--- src/rtl/salamander_pkg.sv ---
// Shared definitions for the Salamander-4 control unit: opcodes, FSM state
// encodings, jump conditions and instruction field positions.
package salamander_pkg;

  typedef enum logic [3:0] {
    OP_ADD = 4'h0,
    OP_SUB = 4'h1,
    OP_AND = 4'h2,
    OP_OR  = 4'h3,
    OP_XOR = 4'h4,
    OP_NOT = 4'h5,
    OP_LD  = 4'h6,
    OP_ST  = 4'h7,
    OP_INC = 4'h8,
    OP_DEC = 4'h9,
    OP_SHL = 4'hA,
    OP_SHR = 4'hB,
    OP_HLT = 4'hC,
    OP_JMP = 4'hD,
    OP_RTN = 4'hE,
    OP_NOP = 4'hF
  } opcode_e;

  // Sequencer states
  localparam logic [2:0] ST_FETCH     = 3'd0;
  localparam logic [2:0] ST_DECODE    = 3'd1;
  localparam logic [2:0] ST_EXECUTE   = 3'd2;
  localparam logic [2:0] ST_WRITEBACK = 3'd3;
  localparam logic [2:0] ST_HALT      = 3'd4;

  // JMP condition field (shares the dst bits)
  localparam logic [1:0] JC_ALWAYS = 2'b00;
  localparam logic [1:0] JC_ZERO   = 2'b01;
  localparam logic [1:0] JC_CARRY  = 2'b10;
  localparam logic [1:0] JC_CALL   = 2'b11;

  // LD takes its right operand from the immediate when src is this value
  localparam logic [1:0] SRC_IMM = 2'b11;

  // Instruction field bit positions
  localparam int OPC_MSB = 15;
  localparam int OPC_LSB = 12;
  localparam int DST_MSB = 11;
  localparam int DST_LSB = 10;
  localparam int SRC_MSB = 9;
  localparam int SRC_LSB = 8;
  localparam int IMM_MSB = 7;
  localparam int IMM_LSB = 0;

  // Opcodes whose writeback refreshes the zero flag
  function automatic logic updates_zero(opcode_e op);
    return (op == OP_ADD) || (op == OP_SUB) || (op == OP_INC) || (op == OP_DEC);
  endfunction

  // Opcodes that consume and refresh the carry flag
  function automatic logic updates_carry(opcode_e op);
    return (op == OP_ADD) || (op == OP_SUB);
  endfunction

endpackage

--- src/rtl/cu_return_stack.sv ---
// Return-address LIFO for CALL/RTN. The write pointer wraps modulo DEPTH, so
// an overflowing push overwrites the oldest entry and an underflowing pop
// reads the entry at the wrapped pointer. full/empty come from a saturating
// occupancy count so the caller can refuse pushes/pops if it wants to.
module cu_return_stack #(
  parameter int DEPTH = 4,
  parameter int W     = 8
) (
  input  logic         clk,
  input  logic         rst_n,
  input  logic         push,
  input  logic         pop,
  input  logic [W-1:0] push_data,
  output logic [W-1:0] pop_data,
  output logic         full,
  output logic         empty
);

  localparam int PTR_W = $clog2(DEPTH);
  localparam logic [PTR_W:0] FULL_CNT = (PTR_W + 1)'(DEPTH);

  logic [PTR_W-1:0] sp;
  logic [PTR_W:0]   count;
  logic [W-1:0]     mem [DEPTH];

  assign pop_data = mem[sp - PTR_W'(1)];
  assign full     = (count == FULL_CNT);
  assign empty    = (count == '0);

  // Pointer and occupancy tracking
  always_ff @(posedge clk or negedge rst_n) begin
    if (!rst_n) begin
      sp    <= '0;
      count <= '0;
    end else if (push) begin
      sp    <= sp + PTR_W'(1);
      count <= full ? count : count + (PTR_W + 1)'(1);
    end else if (pop) begin
      sp    <= sp - PTR_W'(1);
      count <= empty ? count : count - (PTR_W + 1)'(1);
    end
  end

  // Entry storage; contents are meaningless until written
  always_ff @(posedge clk) begin
    if (push) mem[sp] <= push_data;
  end

endmodule

--- src/rtl/cpu_control_unit.sv ---
// Salamander-4 multi-cycle sequencer: FETCH -> DECODE -> EXECUTE -> WRITEBACK,
// plus HALT. Owns the PC, the Z/C flags and the return stack; drives the ALU.
// Optional build macro CU_STACK_GUARD_EN: CALL on a full stack or RTN on an
// empty stack halts the core and raises a sticky stack_err output.
module cpu_control_unit
  import salamander_pkg::*;
#(
  parameter int SIZE        = 8,
  parameter int ADDR_W      = 8,
  parameter int STACK_DEPTH = 4
) (
  input  logic              CLK,
  input  logic              RST_N,
  output logic              imem_req,
  output logic [ADDR_W-1:0] imem_addr,
  input  logic              imem_ack,
  input  logic [15:0]       imem_rdata,
  output logic              alu_ce,
  output logic [3:0]        alu_op_code,
  output logic              alu_carry_in,
  input  logic [SIZE-1:0]   alu_result,
  input  logic              alu_carry_out,
  output logic [1:0]        rf_raddr_a,
  output logic [1:0]        rf_raddr_b,
  output logic              opnd_imm_sel,
  output logic [SIZE-1:0]   opnd_imm,
  output logic [1:0]        rf_waddr,
  output logic              rf_we,
  output logic              flag_z,
  output logic              flag_c,
  output logic              halted,
  output logic [ADDR_W-1:0] pc
`ifdef CU_STACK_GUARD_EN
  ,
  output logic              stack_err
`endif
);

  logic [2:0]        state, state_next;
  logic [ADDR_W-1:0] pc_next;
  logic [15:0]       instr;
  logic [SIZE-1:0]   result_q;
  logic              carry_q;

  opcode_e           op;
  logic [1:0]        dst, src;
  logic [7:0]        imm;
  logic [ADDR_W-1:0] pc_inc, target;
  logic              fetch_ack;

  logic              stk_push, stk_pop, stk_full, stk_empty;
  logic [ADDR_W-1:0] stk_data;

`ifdef CU_STACK_GUARD_EN
  logic              err_set;
`else
  logic              stack_flags_unused;
  assign stack_flags_unused = stk_full | stk_empty;
`endif

  assign op        = opcode_e'(instr[OPC_MSB:OPC_LSB]);
  assign dst       = instr[DST_MSB:DST_LSB];
  assign src       = instr[SRC_MSB:SRC_LSB];
  assign imm       = instr[IMM_MSB:IMM_LSB];
  assign pc_inc    = pc + ADDR_W'(1);
  assign target    = ADDR_W'(imm);
  assign fetch_ack = (state == ST_FETCH) && imem_req && imem_ack;
  assign imem_addr = pc;
  assign halted    = (state == ST_HALT);

  cu_return_stack #(
    .DEPTH (STACK_DEPTH),
    .W     (ADDR_W)
  ) u_stack (
    .clk       (CLK),
    .rst_n     (RST_N),
    .push      (stk_push),
    .pop       (stk_pop),
    .push_data (pc_inc),
    .pop_data  (stk_data),
    .full      (stk_full),
    .empty     (stk_empty)
  );

  // Next state, next PC and stack operations; control flow resolves in DECODE
  always_comb begin
    state_next = state;
    pc_next    = pc;
    stk_push   = 1'b0;
    stk_pop    = 1'b0;
`ifdef CU_STACK_GUARD_EN
    err_set    = 1'b0;
`endif
    case (state)
      ST_FETCH: if (fetch_ack) state_next = ST_DECODE;
      ST_DECODE: begin
        case (op)
          OP_HLT: state_next = ST_HALT;
          OP_NOP: begin
            pc_next    = pc_inc;
            state_next = ST_FETCH;
          end
          OP_JMP: begin
            state_next = ST_FETCH;
            case (dst)
              JC_ALWAYS: pc_next = target;
              JC_ZERO:   pc_next = flag_z ? target : pc_inc;
              JC_CARRY:  pc_next = flag_c ? target : pc_inc;
              default: begin
`ifdef CU_STACK_GUARD_EN
                if (stk_full) begin
                  state_next = ST_HALT;
                  err_set    = 1'b1;
                end else
`endif
                begin
                  stk_push = 1'b1;
                  pc_next  = target;
                end
              end
            endcase
          end
          OP_RTN: begin
`ifdef CU_STACK_GUARD_EN
            if (stk_empty) begin
              state_next = ST_HALT;
              err_set    = 1'b1;
            end else
`endif
            begin
              stk_pop    = 1'b1;
              pc_next    = stk_data;
              state_next = ST_FETCH;
            end
          end
          default: state_next = ST_EXECUTE;
        endcase
      end
      ST_EXECUTE: state_next = ST_WRITEBACK;
      ST_WRITEBACK: begin
        pc_next    = pc_inc;
        state_next = ST_FETCH;
      end
      default: state_next = ST_HALT;
    endcase
  end

  // Control state: FSM, PC, fetch request and flags
  always_ff @(posedge CLK or negedge RST_N) begin
    if (!RST_N) begin
      state    <= ST_FETCH;
      pc       <= '0;
      imem_req <= 1'b0;
      flag_z   <= 1'b0;
      flag_c   <= 1'b0;
`ifdef CU_STACK_GUARD_EN
      stack_err <= 1'b0;
`endif
    end else begin
      state    <= state_next;
      pc       <= pc_next;
      // Request is raised on entry to FETCH and dropped on the accepting edge
      imem_req <= (state_next == ST_FETCH);
      if (state == ST_WRITEBACK) begin
        if (updates_zero(op))  flag_z <= (result_q == '0);
        if (updates_carry(op)) flag_c <= carry_q;
      end
`ifdef CU_STACK_GUARD_EN
      if (err_set) stack_err <= 1'b1;
`endif
    end
  end

  // Datapath captures: instruction word on fetch, ALU outputs on execute
  always_ff @(posedge CLK) begin
    if (fetch_ack) instr <= imem_rdata;
    if (state == ST_EXECUTE) begin
      result_q <= alu_result;
      carry_q  <= alu_carry_out;
    end
  end

  // ALU and register-file strobes; everything is zero outside its own state
  always_comb begin
    alu_ce       = 1'b0;
    alu_op_code  = 4'h0;
    alu_carry_in = 1'b0;
    rf_raddr_a   = 2'b00;
    rf_raddr_b   = 2'b00;
    opnd_imm_sel = 1'b0;
    opnd_imm     = '0;
    rf_we        = 1'b0;
    rf_waddr     = 2'b00;
    case (state)
      ST_EXECUTE: begin
        alu_ce       = 1'b1;
        alu_op_code  = op;
        alu_carry_in = updates_carry(op) ? flag_c : 1'b0;
        rf_raddr_a   = dst;
        rf_raddr_b   = src;
        opnd_imm_sel = (op == OP_LD) && (src == SRC_IMM);
        opnd_imm     = SIZE'(imm);
      end
      ST_WRITEBACK: begin
        rf_we    = (op != OP_ST);
        rf_waddr = dst;
      end
      default: ;
    endcase
  end

endmodule

--- config.mk ---
export PLATFORM = sky130hd
export DESIGN_NAME = cpu_control_unit
export DESIGN_NICKNAME = d
export VERILOG_FILES = /design/src/rtl/salamander_pkg.sv /design/src/rtl/cu_return_stack.sv /design/src/rtl/cpu_control_unit.sv
export SDC_FILE = /design/constraint.sdc
export NUM_CORES = 1
export LEC_CHECK = 0
export CAP_MARGIN = 20
export CORE_UTILIZATION = 55
export CTS_CLUSTER_DIAMETER = 50
export DETAILED_ROUTE_END_ITERATION = 8
export PLACE_DENSITY = 0.85
export SLEW_MARGIN = 20
export SYNTH_ARGS = -nofsm -noshare
export SYNTH_HDL_FRONTEND = slang
export SYNTH_SLANG_ARGS = --single-unit
--- constraint.sdc ---
create_clock -name CLK -period 4.9 [get_ports CLK]
set_input_delay 0.98 -clock CLK [delete_from_list [all_inputs] [get_ports CLK]]
set_output_delay 0.98 -clock CLK [all_outputs]
set_load 0.02 [all_outputs]
* Word level (Yosys, flattened, before mapping) *
Memories as Yosys holds them, arrays and structs flattened.
Index checks and enable logic that the tools add are counted.

storage, ports and cells
  flip-flop bits (word level) = 41
  RAM bits = 32
  input port bits = 28
  output and inout port bits = 42
  word-level logic and storage cells = 75
  memories kept = 1

memory list
  memory       words  width  rd ports  clocked after Yosys merged registers in  wr ports  line                   RTL
  u_stack.mem  4      8      1         0                                        1         cu_return_stack.sv:24  logic [W-1:0] mem [DEPTH];

operators by class
  add/sub/neg operators = 3
  eq/ne operators = 17
  muxes and demuxes = 27
  reduce and logical (&&, ||, !) cells = 18

operators by type and width
  operator                                                               number
  8-bit case mux with 2 select lines                                     2
  4-bit equality test, second input constant                             6
  8-bit 2-to-1 mux                                                       3
  8-bit case mux with 3 select lines                                     1
  1-bit 2-to-1 mux                                                       12
  3-bit case mux with 4 select lines                                     1
  2-bit 2-to-1 mux                                                       5
  8-bit by 1-bit adder with 8-bit output, second input constant          1
  8-bit logical NOT                                                      1
  3-bit by 2-bit equality test with 1-bit output, second input constant  2
  3-bit logical NOT                                                      2
  3-bit case mux with 2 select lines                                     1
  2-bit AND reduction                                                    3
  3-bit OR reduction                                                     2
  2-bit equality test, second input constant                             2
  4-bit by 1-bit equality test with 1-bit output, second input constant  1
  4-bit by 3-bit equality test with 1-bit output, second input constant  1
  4-bit logical NOT                                                      1
  4-bit 2-to-1 mux                                                       1
  4-bit by 2-bit != test with 1-bit output, second input constant        1
  4-bit by 3-bit != test with 1-bit output, second input constant        1
  2-bit nonzero test                                                     2
  3-bit by 1-bit equality test with 1-bit output, second input constant  1
  3-bit equality test, second input constant                             1
  other kinds (7)                                                        11

* Depth between registers and ports, before layout *
Gate-level depths: netlist of run 1.

  depth in word-level cells = 7
  gate-level depth with buffers = 8
  mapped depth without buffers = 7

* Cells and area by module *
From an unflattened synthesis of run 1, not the netlist that was laid out.

unflattened totals
  cells, all modules = 293
  area, all modules = 3801.1 um2

modules (own cells, without submodules)
  module            instances  cells each  area an instance (um2)  seq. area each (um2)
  cpu_control_unit  1          211         2239.6                  1101.1
  cu_return_stack   1          82          1561.5                  1086.0

* Worst setup path before layout of run 1 *
Ideal clock, no wire load.

  path kind = input port to flip-flop
  start = input port imem_ack
  end = register instr[0] (enable)
  library setup time = 0.435 ns
  arrival time = 2.695 ns
  required time = 4.465 ns
  setup slack = 1.770 ns
  cell stages on the path = 2
  buffers on the path = 0
  cells stage by stage = nand2_1 nor4_1

on the way
  cells in the longest elaborated chain, start to end = 1

ends and longest elaborated chain
  item                  line                     RTL
  from (decl)           cpu_control_unit.sv:16   input logic imem_ack,
  1-bit logical AND     cpu_control_unit.sv:67   assign fetch_ack = (state == ST_FETCH) && imem_req && imem_ack;
  named net fetch_ack   cpu_control_unit.sv:49   logic fetch_ack;
  to (signal assigned)  cpu_control_unit.sv:176  if (fetch_ack) instr <= imem_rdata;
  to (decl)             cpu_control_unit.sv:41   logic [15:0] instr;

The timed path passes the listed nets, and every way through them passes these cells.
A chain may end at the register's enable or synchronous reset.

* Worst setup path in the final report of run 1 *
  start = register state[1]
  end = output port alu_op_code[1]

on the way
  cells in the longest elaborated chain, start to end = 2

ends and longest elaborated chain
  item                                            line                     RTL
  from (decl)                                     cpu_control_unit.sv:39   logic [2:0] state, state_next;
  from (signal assigned)                          cpu_control_unit.sv:160  state <= state_next;
  3-bit by 2-bit equality test with 1-bit output  cpu_control_unit.sv:194  case (state)
  4-bit 2-to-1 mux                                cpu_control_unit.sv:194
  to (decl)                                       cpu_control_unit.sv:19   output logic [3:0] alu_op_code,

No other way between the ends.

==> results.txt, run 1 <==
crit path DAT: 2.46 ns
Total Power: 0.002351 W
Cells after Synth: 255
Worst Tran Pin Value: 0.8256 ns
Most used DFF post-synth: edfxtp_1
core area: 5956 um^2
Placer Congestion: 0.8701
largest net degree at the start of global routing: 26
Synth area leaders: edfxtp_1 (50%), dfrtp_1 (12%), mux4_1 (5.4%)
vias per inst: 5.779
WL/cell: 18.34 um
slew margin rel.: 44.50%
final slew viol count: 0
Post-synth ARST share: 21.92%
flop2flop setup slack: 2.32 ns
Max clock buf depth: 2
die area: 6525 um^2
n_diodes: 0
DRC viols: 0
clock power share: 20.6%
Yosys reg bits: 73
layout cells sized above 1: 8.050%
Period minus WS final: 3.437 ns
max-cap violation count: 0
commonest non-fill, non-tap cell in the layout: clkdlybuf4s50_1
Max VDD drop: 357.2 uV
post-synth top area cell: edfxtp_1
Num CTS Buffers: 9
Fin Clk Skew: 0.009654 ns
CTS tree: done
PortBufs: 69
register area share after synthesis: 61.88%
share of the synthesized area in the top cell type: 50.15%
Hold WS: 0.5001 ns
worst reg-to-reg path cell count: 6
area grow syn2layout: 26.10%
cts hold-fix bufs: 0
status: finished clean
worst skew pair latency: 0.35 ns
antenna-violating nets left: 0
Hold Crit Depth: 1
critical path startpoint category: register
Pwr Density: 546.3 nW/um^2
CTS sink cnt: 73
num rows: 28
Final Net Count: 354
Final Hold Fails: 0
RSZ-0062 raised after global routing: no
Final period util: 70.14%
Overflow after GRT: 0
initial core utilization: 57.31%
global-route wire length before repair: 11100 um
setup TNS: 0 ns
vias in the first global route: 2101
gr usage total: 24.04%
worst path required time: 3.92 ns
combinational group share of total power: 37.8%
Net Count, Synth: 291
CTS Root Buffer Type: clkbuf_8
Critical Path Fanout Max: 25
f_max: 291.0 MHz
Pre-Repair DR Iteration Count: 5
syn avg cell area: 13.39 um^2
Net Sw Power: 0.0008773 W
number of synthesized flops with an enable pin: 57
area of the mapped netlist: 3413 um^2
sequential share of power: 41.5%
1st-iter DRT viols: 337
final WL: 7299 um
DPL Wire Length: 5278 um
top-level I/O count: 70
clock slew at reported path FFs: 0.08 ns
post-synthesis cell type count: 47
CTS H-Tree Depth: 3
YS warnings: 0
initial antenna violation count: 0
Hold Crit Class: register to register
Setup violations, final: 0
Net Sw Frac: 37.31%
CP Capture Type: output pin
Int Power: 0.001474 W
Vias: 2300
post-cts sizing count: 0
critical path type: register to output pin
Die Y: 80.78 um
commonest non-fill, non-tap cells in the layout: clkdlybuf4s50_1 (69), edfxtp_1 (57), and2_1 (20)
Die Wd: 80.78 um
Static Leakage: 1.572 nW
Post-CTS Setup Inserts: 0
-- flip-flops by register name, indices dropped and copies added, names as in the netlist --
name         flops
instr           16
u_stack.sp       2
flag_c           1
imem_req         1
result_q         8
imem_addr        8
u_stack.mem     32
state            3
carry_q          1
flag_z           1
-- synth_stat cells, types with 7 or more instances --
master / instances
nor2_1: 15
and2_1: 20
inv_1: 9
edfxtp_1: 57
a21oi_1: 13
o21ai_0: 12
and3_1: 7
mux4_1: 7
nand3_1: 7
nand2_1: 7
dfrtp_1: 16
buf_4: 9
ha_1: 8
-- power groups by stage --
stage          combinational (W)  clock, W  sequential (W)
6_report                0.000890  0.000485        0.000976
3_3_place_gp            0.000860         0        0.000983
4_1_cts                 0.000887  0.000493        0.000973
2_1_floorplan           0.000582         0        0.000958
5_1_grt                 0.000962  0.000515        0.000996
3_5_place_dp            0.000884         0        0.000986
-- path summary, 6_finish.rpt --
check | startpoint | to
min | carry_q | flag_c
max reg2reg | u_stack.sp[0] | imem_addr[2]
max in group asynchronous | RST_N | u_stack.sp[0]
min in group asynchronous | RST_N | imem_addr[2]
max | state[1] | alu_op_code[1]
min reg2reg | carry_q | flag_c
-- routing by layer --
layer,track usage (%),share of wire (%)
met1,32.75,44
met2,38.14,48
met3,5.506,6.2
met4,8.393,1.6
met5,0,0
-- area by class of cell --
| class | count | area, um^2 |
|---|---|---|
| multi-input cells | 153 | 1150 |
| clock buffers | 9 | 123.9 |
| clock inverters | 7 | 81.33 |
| repair buffers | 71 | 705.7 |
| fillers | 410 | 1652 |
| well taps | 75 | 93.84 |
| inverters | 10 | 37.54 |
| flip-flops and latches | 73 | 2112 |
-- cells by family after synthesis --
family          count (synthesis)  synth area share (%)
simple gates                   82                 13.71
flops                          73                 61.88
compound gates                 46                 8.431
buf+inv                        29                 4.618
mux                             9                 6.378
xor+xnor                        8                 2.053
fa+ha+maj                       8                 2.933
-- metrics by stage --
stage                     worst slack (ns)  utilization, %  std cells  cell area (um^2)
after global routing                 1.283           72.27        398              4304
after CTS                            1.479           72.27        398              4304
after floorplan                      1.770               -        255              3413
after global placement               1.955           68.82        382              4099
after detailed placement             1.877           68.82        382              4099
final                                1.463           72.27        398              4304
-- worst max-delay path, stage by stage, from the launching register on --
cell and delay [ns]:
dfrtp_1 0.60, inv_2 0.15, nor3_2 0.20, buf_4 0.30
and2_1 0.21, clkdlybuf4s50_1 0.64
(Power assumes the default switching activity.)
==> inputs of run 2 (changes only) <==
- CORE_UTILIZATION: 55 -> 46
- PLACE_DENSITY: 0.85 -> 0.76
- clock period: 4.9 -> 3 ns (I/O delays scaled with it)
==> run 2 against run 1 <==
  * Register-to-register slack lost 1.5 ns
  * Worst hold slack is essentially flat
  * Core utilization shrank 12 points
  * Combinational power up 73%
  * Non-clock buffer count is 3 higher
  * Power is 61% higher
  * Largest cell class unchanged
  * Global-route usage down 3.1 points
  * Sequential share of layout area decreased by 0.27 points
  * First-iteration DRC count down 61%
  * Clock power is 42% higher
  * Highest routed layer unchanged
  * Via count fell by 0.13%
==> results.txt, run 2 (synthesis gave the netlist of run 1 again) <==
status: finished clean
Die Y: 88.14 um
global-route wire length before repair: 11610 um
RR Startpoint: u_stack.sp[1]
n_diodes: 0
Hold EP: flag_c
Final Net Count: 357
setup TNS: 0 ns
Setup WS pre-CTS: 0.5905 ns
commonest non-fill, non-tap cell in the layout: clkdlybuf4s50_1
cell area after layout: 4328 um^2
RSZ-0062 raised after global routing: no
CTS sink cnt: 73
Vias: 2297
Setup violations, final: 0
num rows: 31
Hold Crit Class: register to register
gr usage total: 20.92%
core area: 7214 um^2
Final period util: 93.54%
Max VDD drop: 286.9 uV
Post-CTS Setup Inserts: 0
die area: 7769 um^2
crit path DAT: 2.21 ns
Overflow after GRT: 0
Critical Path Fanout Max: 10
DRC viols: 0
f_max: 356.4 MHz
clock slew at reported path FFs: 0.08 ns
R2R Path End: imem_addr[2]
Max clock buf depth: 2
initial antenna violation count: 0
layout cells sized above 1: 8.896%
Worst Tran Pin Value: 0.7842 ns
WL/cell: 17.83 um
CP Capture Type: output pin
slew margin rel.: 47.72%
Die Wd: 88.14 um
cts hold-fix bufs: 0
worst skew pair latency: 0.35 ns
worst path required time: 2.40 ns
CTS tree: done
placed instance area: 4151 um^2
filler instances: 590
top-level I/O count: 70
CTS Root Buffer Type: clkbuf_8
final WL: 7576 um
initial core utilization: 47.31%
Period minus WS final: 2.806 ns
Static Leakage: 1.577 nW
final slew viol count: 0
Num CTS Buffers: 9
PortBufs: 69
Largest Register: u_stack.mem
area grow syn2layout: 26.80%
Hold Path Origin: carry_q
Final Hold Fails: 0
CTS H-Tree Depth: 3
Pwr Density: 872.5 nW/um^2
Hold WS: 0.5006 ns
largest registers: u_stack.mem (32), instr (16)
max reg flops: 32
commonest non-fill, non-tap cells in the layout: clkdlybuf4s50_1 (69), edfxtp_1 (57), and2_1 (20)
Pre-Repair DR Iteration Count: 4
critical path type: register to output pin
Placer Congestion: 0.8149
largest net degree at the start of global routing: 17
vias per inst: 5.405
Hold Crit Depth: 1
1st-iter DRT viols: 133
critical path startpoint category: register
post-cts sizing count: 0
worst reg-to-reg path cell count: 6
DPL Wire Length: 5515 um
vias in the first global route: 2228
flop2flop setup slack: 0.81 ns
post-route worst setup slack: 0.1938 ns
Fin Clk Skew: 0.01287 ns
max-cap violation count: 0
antenna-violating nets left: 0
[run 2: layer usage]
| layer | track usage, % | routed length, um | share of wire (%) |
|---|---|---|---|
| met1 | 26.59 | 3110 | 41 |
| met2 | 34.46 | 3803 | 50 |
| met3 | 5.749 | 531 | 7.0 |
| met4 | 7.771 | 131 | 1.7 |
| met5 | 0 | 0 | 0 |
[run 2: how the worst max path moves through the flow]
stage | from | endpoint | slack, ns | cells past startpoint
2_1_floorplan | state[1] | instr[0] | 0.19 | 2
5_1_grt | state[0] | rf_we | 0.06 | 4
3_5_place_dp | state[0] | rf_we | 0.59 | 4
6_report | state[0] | rf_we | 0.19 | 4
4_1_cts | state[0] | rf_we | 0.20 | 4
3_3_place_gp | state[0] | rf_we | 0.63 | 4
[run 2: final cells by class]
| type | instances | area, um^2 | area share, % |
|---|---|---|---|
| timing repair buffer | 74 | 728.2 | 16.83 |
| inverter | 10 | 37.54 | 0.8673 |
| clock inverter | 7 | 52.55 | 1.214 |
| multi-input combinational | 153 | 1150 | 26.57 |
| sequential | 73 | 2112 | 48.80 |
| tap | 99 | 123.9 | 2.862 |
| clock buffer | 9 | 123.9 | 2.862 |
[run 2: worst max-delay path, stage by stage, from the launching register on]
cell and delay [ns]:
dfrtp_1 0.52, nor2b_1 0.32, nand2_1 0.18, a41oi_1 0.19, clkdlybuf4s50_1 0.64
[run 2: power by group]
group	total, W	internal [W]	switching [W]
Sequential	0.00155	0.00135	0.000196
Combinational	0.00154	0.000683	0.000854
Clock	0.000691	0.000307	0.000385
[run 2: per-stage QoR]
| stage | total power, W | utilization, % | instances |
|---|---|---|---|
| final | 0.003776 | 59.99 | 425 |
| after global routing | 0.003982 | 59.99 | 425 |
| after CTS | 0.003783 | 59.99 | 425 |
| after detailed placement | 0.003093 | 57.54 | 409 |
| after global placement | 0.003055 | 57.54 | 409 |
| after floorplan | 0.002515 | - | 255 |
